==> config.mk <==
export PLATFORM = sky130hd
export DESIGN_NAME = logic_unit_seq_flat
export DESIGN_NICKNAME = d
export VERILOG_FILES = /design/src/rtl/logic_unit_seq_if.sv /design/src/rtl/logic_unit_seq.sv /design/src/flat_wrapper.sv
export SDC_FILE = /design/constraint.sdc
export NUM_CORES = 1
export LEC_CHECK = 0
export ABC_CLOCK_PERIOD_IN_PS = 2950
export BUFFER_PORTS_ARGS = -buffer_cell sky130_fd_sc_hd__clkbuf_2
export CAP_MARGIN = 25
export CORE_MARGIN = 3
export CORE_UTILIZATION = 38
export DETAILED_ROUTE_END_ITERATION = 10
export PLACE_DENSITY = 0.66
export SYNTH_ARGS = -nofsm -noshare
export SYNTH_HDL_FRONTEND = slang
export SYNTH_SLANG_ARGS = --single-unit
export TNS_END_PERCENT = 20
==> constraint.sdc <==
create_clock -name clk -period 2.95 [get_ports clk]
set_input_delay 0.295 -clock clk [delete_from_list [all_inputs] [get_ports clk]]
set_output_delay 0.295 -clock clk [all_outputs]
set_load 0.05 [all_outputs]
==> src/rtl/logic_unit_seq_if.sv <==
// ============================================================================
//  Module      : logic_unit_seq_if
//  Description : Start/done operand bus for the multi-cycle logic unit.
//  Revision    : 1.0 - initial release
// ============================================================================
`default_nettype none

interface logic_unit_seq_if #(
    parameter int WIDTH = 32
);
    logic             start;
    logic [2:0]       op;
    logic [WIDTH-1:0] in1;
    logic [WIDTH-1:0] in2;
    logic             busy;
    logic             done;
    logic [WIDTH-1:0] out;
    logic             zero;

    modport master (
        output start, op, in1, in2,
        input  busy, done, out, zero
    );

    modport slave (
        input  start, op, in1, in2,
        output busy, done, out, zero
    );
endinterface

`default_nettype wire

==> src/rtl/logic_unit_seq.sv <==
// ============================================================================
//  Module      : logic_unit_seq
//  Description : WIDTH-bit, eight-function bitwise logic unit, SLICE bits/cycle.
//  Revision    : 1.0 - initial release
// ============================================================================
`default_nettype none

module logic_unit_seq #(
    parameter int WIDTH = 32,
    parameter int SLICE = 8
) (
    input  wire logic         clk,
    input  wire logic         reset,
    logic_unit_seq_if.slave   bus
);
    localparam int N     = WIDTH / SLICE;
    localparam int IDX_W = (N > 1) ? $clog2(N) : 1;

    localparam logic [IDX_W-1:0] c_LAST = IDX_W'(N - 1);

    localparam logic [0:0] c_S_IDLE = 1'b0;
    localparam logic [0:0] c_S_RUN  = 1'b1;

    logic [0:0]       r_state;
    logic [IDX_W-1:0] r_idx;
    logic [2:0]       r_op;
    logic [WIDTH-1:0] r_a;
    logic [WIDTH-1:0] r_b;
    logic [WIDTH-1:0] r_acc;
    logic [WIDTH-1:0] r_out;
    logic             r_done;
    logic             r_zero;

    logic [SLICE-1:0] w_sa;
    logic [SLICE-1:0] w_sb;
    logic [SLICE-1:0] w_res;
    logic [WIDTH-1:0] w_acc_next;

    // Operand copies shift right each cycle, so the current slice is always the LSBs.
    assign w_sa = r_a[SLICE-1:0];
    assign w_sb = r_b[SLICE-1:0];

    always_comb begin
        w_res = '0;
        case (r_op)
            3'b000:  w_res = w_sa & w_sb;
            3'b001:  w_res = w_sa | w_sb;
            3'b010:  w_res = w_sa ^ w_sb;
            3'b011:  w_res = ~(w_sa | w_sb);
            3'b100:  w_res = ~(w_sa & w_sb);
            3'b101:  w_res = ~(w_sa ^ w_sb);
            3'b110:  w_res = w_sa & ~w_sb;
            default: w_res = ~w_sa;
        endcase
    end

    // Result slices enter at the top; after N cycles slice 0 has reached the LSBs.
    generate
        if (N == 1) begin : g_single
            assign w_acc_next = w_res;
        end else begin : g_multi
            assign w_acc_next = {w_res, r_acc[WIDTH-1:SLICE]};
        end
    endgenerate

    always_ff @(posedge clk) begin
        if (reset) begin
            r_state <= c_S_IDLE;
            r_idx   <= '0;
            r_op    <= '0;
            r_a     <= '0;
            r_b     <= '0;
            r_acc   <= '0;
            r_out   <= '0;
            r_done  <= 1'b0;
            r_zero  <= 1'b1;
        end else begin
            r_done <= 1'b0;
            case (r_state)
                c_S_IDLE: begin
                    if (bus.start) begin
                        r_a     <= bus.in1;
                        r_b     <= bus.in2;
                        r_op    <= bus.op;
                        r_idx   <= '0;
                        r_state <= c_S_RUN;
                    end
                end
                c_S_RUN: begin
                    r_a   <= r_a >> SLICE;
                    r_b   <= r_b >> SLICE;
                    r_acc <= w_acc_next;
                    if (r_idx == c_LAST) begin
                        r_out   <= w_acc_next;
                        r_zero  <= (w_acc_next == '0);
                        r_done  <= 1'b1;
                        r_state <= c_S_IDLE;
                    end else begin
                        r_idx <= r_idx + 1'b1;
                    end
                end
                default: r_state <= c_S_IDLE;
            endcase
        end
    end

    assign bus.busy = (r_state == c_S_RUN);
    assign bus.done = r_done;
    assign bus.out  = r_out;
    assign bus.zero = r_zero;

endmodule

`default_nettype wire

==> src/flat_wrapper.sv <==
// flat-port wrapper written by rule: the top's interface ports become plain ports
module logic_unit_seq_flat 
#(
    parameter int WIDTH = 32,
    parameter int SLICE = 8
)
  (clk, reset, bus_start, bus_op, bus_in1, bus_in2, bus_busy, bus_done, bus_out, bus_zero);
  logic_unit_seq_if #(.WIDTH(WIDTH)) bus_i ();
  input  wire logic clk;
  input  wire logic reset;
  input wire logic [$bits(bus_i.start)-1:0] bus_start;
  input wire logic [$bits(bus_i.op)-1:0] bus_op;
  input wire logic [$bits(bus_i.in1)-1:0] bus_in1;
  input wire logic [$bits(bus_i.in2)-1:0] bus_in2;
  output wire logic [$bits(bus_i.busy)-1:0] bus_busy;
  output wire logic [$bits(bus_i.done)-1:0] bus_done;
  output wire logic [$bits(bus_i.out)-1:0] bus_out;
  output wire logic [$bits(bus_i.zero)-1:0] bus_zero;
  assign bus_i.start = bus_start;
  assign bus_i.op = bus_op;
  assign bus_i.in1 = bus_in1;
  assign bus_i.in2 = bus_in2;
  assign bus_busy = bus_i.busy;
  assign bus_done = bus_i.done;
  assign bus_out = bus_i.out;
  assign bus_zero = bus_i.zero;
  logic_unit_seq #(.WIDTH(WIDTH), .SLICE(SLICE)) u_core (.clk(clk), .reset(reset), .bus(bus_i));
endmodule
==> flow_metrics.py <==
metrics = {
    "clock_network": {
        "holdBufCountCts": 0,
        "post_cts_resized": 0,
        "clockBufferDepth": 2,
        "clock_sinks": 128,
        "cts_tree": "yes",
        "clkSlewWorstSetupHoldPaths_ps": 60,
        "clock_latency_ps": 420,
        "cts_max_level": 4,
        "ctsRootBufferMaster": "clkbuf_16",
        "postCtsSetupBuffers": 0,
        "cts_buffers": 17,
    },
    "setup_path": {
        "critPathMaxFanout": 22,
        "cp-end-kind": "flip-flop",
        "worst_ep_required_time_ps": 3300,
        "crit_type": "reg2reg",
        "reg2regPathDepth": 7,
        "crit_path_start": "u_core.r_op[1]",
        "rr_endpoint": "u_core.bus.zero",
        "r2r_start": "u_core.r_op[1]",
        "worst_setup_path_start_kind": "flip-flop",
        "critPathArrivalTime_ps": 2250,
        "r2r_slack_ps": 1050,
    },
    "final_layout": {
        "nets": 888,
        "area_delta_synth_final_pct": 21.0,
        "mostFrequentLayoutCell": "nor2_1",
        "n_antenna_cell": 0,
        "mostFrequentLayoutCells": "145 x nor2_1, 127 x dfxtp_1, 102 x clkbuf_2",
        "final_cell_count_no_fill": 1017,
        "drive_gt1_share_pct": 20.0,
        "fillers": 1528,
        "utilization_pct": 47.5,
    },
    "sta": {
        "fmax_mhz": 527,
        "worst_pin_slew_ps": 646,
        "tns_ps": 0,
        "rsz0062_at_grt": "false",
        "drv_slew": 0,
        "setup_viol": 0,
        "maxSlewHeadroom_pct": 56.9,
        "period_minus_slack_ps": 1900,
        "finClkSkew_ps": 15.2,
        "setup_ws_ps": 1050,
        "fin_crit_sh_pct": 64.3,
        "hold_viol": 0,
    },
    "synthesis": {
        "synth_edf_count": 0,
        "synth_adder_area_share_pct": 5.16,
        "synth_compound_gate_area_share_pct": 11.3,
        "synth_cell_types": 52,
        "synth_top_family_by_area": "simple AND/OR/NAND/NOR gates",
        "synth.net_count": 810,
        "synth-xor-area-share_pct": 0.702,
        "ys_ff_latch": 128,
        "synth_ff_type": "dfxtp_1",
        "synth_mux_area_share_pct": 16.5,
        "synthArstFlopShare_pct": 0,
        "syn_area_per_cell_sq_um": 8.47,
        "yosysSeqAreaShare_pct": 42.3,
        "netlist_area_sq_um": 6060,
        "synthSimpleGateAreaFrac_pct": 18.2,
        "syn_inst": 715,
        "yosys_warnings": 0,
    },
    "job": {
        "maxCapViolCount": 0,
    },
    "placement": {
        "pre_cts_ws_ps": 1060,
        "dp_cells": 985,
        "portBuffers": 104,
        "gp_congestion": 0.780,
        "hpwl_mm": 9.38,
    },
    "hold_path": {
        "hp-start": "bus_op[2]",
        "min_path_cells": 3,
        "hold_class": "in2reg",
        "min_to": "u_core.r_op[2]",
    },
    "power_and_ir_drop": {
        "p_leak_nw": 3.21,
        "vdd_drop_max_mv": 0.404,
        "powerDensity_nw_per_um2": 626,
    },
    "die": {
        "die_h_um": 132,
        "die_w_um": 132,
        "die_area_sq_um": 17500,
        "start_util_pct": 39.3,
        "core_area_sq_um": 15400,
        "io-pin-count": 105,
        "fp-row-count": 45,
    },
    "drt": {
        "wl_mm": 13.8,
        "first_iter_violations": 267,
        "drtPass1Iterations": 4,
        "vias_per_cell": 4.78,
        "vias": 4866,
        "postRouteAntennaNets": 0,
        "wl_per_cell_um": 13.5,
        "drc": 0,
    },
    "global_route": {
        "antenna_found_initial": 0,
        "globalRouteOverflowTotal": 0,
        "first_global_vias": 4673,
        "grt_max_degree": 102,
        "grt_pass1_wl_mm": 23.1,
        "grt_use_total_pct": 16.2,
    },
    "outcome": {
        "status": "finished, final reports clean",
    },
}
## flip-flops by register name, summed over array words and instances, names as in the netlist
register         count
u_core.bus.busy      1
u_core.bus.done      1
u_core.bus.out      32
u_core.bus.zero      1
u_core.r_a          32
u_core.r_acc        24
u_core.r_b          32
u_core.r_idx         2
u_core.r_op          3
## routing by layer
metal  track usage (%)  routed length, um
met1              21.7               6710
met2              24.9               6150
met3              5.00                706
met4              5.14                214
met5                 0                  0
## Yosys cell counts (2+ instances only)
cell type / n / area share [%]
a32oi_1: 3 / 0.43
nand2_1: 82 / 5.1
inv_1: 20 / 1.2
buf_1: 9 / 0.56
o21ai_0: 5 / 0.41
and2_1: 4 / 0.41
a21bo_2: 2 / 0.33
a211oi_1: 3 / 0.37
clkbuf_1: 26 / 1.6
o21ai_1: 4 / 0.33
or2_2: 4 / 0.41
nor2b_1: 3 / 0.31
ha_1: 25 / 5.2
and2b_2: 2 / 0.29
nor4b_1: 2 / 0.29
buf_12: 2 / 0.66
buf_6: 2 / 0.37
dfxtp_1: 128 / 42
mux2i_1: 99 / 16
nand2b_1: 3 / 0.31
nor2_1: 145 / 9.0
nor4_1: 6 / 0.62
a21o_1: 2 / 0.25
nor3b_1: 3 / 0.37
buf_2: 11 / 0.91
xor2_1: 2 / 0.29
buf_4: 2 / 0.25
a31oi_1: 2 / 0.21
a21oi_1: 89 / 7.4
o211ai_1: 3 / 0.37
## worst max-delay path by stage
| stage | to | cells after the start |
|---|---|---|
| final | u_core.bus.zero | 7 |
| after global routing | u_core.bus.out[24] | 8 |
| after CTS | u_core.bus.zero | 7 |
| after detailed placement | u_core.bus.zero | 7 |
| after global placement | u_core.bus.zero | 7 |
| after floorplan | u_core.r_a[18] | 5 |
## final cells by class
cell class / instances / area [sq um] / area share [%]
Tap cell: 211 / 264 / 3.60
Inverter: 20 / 75.1 / 1.02
Multi-Input combinational cell: 513 / 3140 / 42.9
Timing Repair Buffer: 113 / 631 / 8.60
Clock buffer: 18 / 439 / 5.99
Sequential cell: 128 / 2570 / 35.0
Clock inverter: 14 / 211 / 2.88
## worst max-delay path, stage by stage, from the launching register on
cell	delay, ps
dfxtp_1	360
buf_4	240
nor2b_1	390
nand2_1	120
o211ai_2	80
a32oi_1	140
or3_1	390
o21ai_1	120
## kinds of logic after synthesis
logic type | count (synthesis)
flip-flops | 128
XOR/XNOR | 4
buffers and inverters | 74
multiplexers | 100
AND/OR/NAND/NOR | 264
AO/OA/AOI/OAI | 120
adder cells (fa/ha/maj) | 25
## power breakdown
group / internal [W] / switching [W]
combinational: 0.000202 / 0.000232
sequential: 0.00179 / 0.0000714
clock: 0.00152 / 0.000770
## through the flow
step,hold slack (ps),instance area (sq um),total power [W]
finish,110,7330,0.00459
global route,124,7330,0.00478
CTS,99.8,7330,0.00463
detailed placement,448,6680,0.00233
global placement,444,6680,0.00233
floorplan,442,6060,0.00222
No activity file was read; power rests on OpenSTA's default activity.
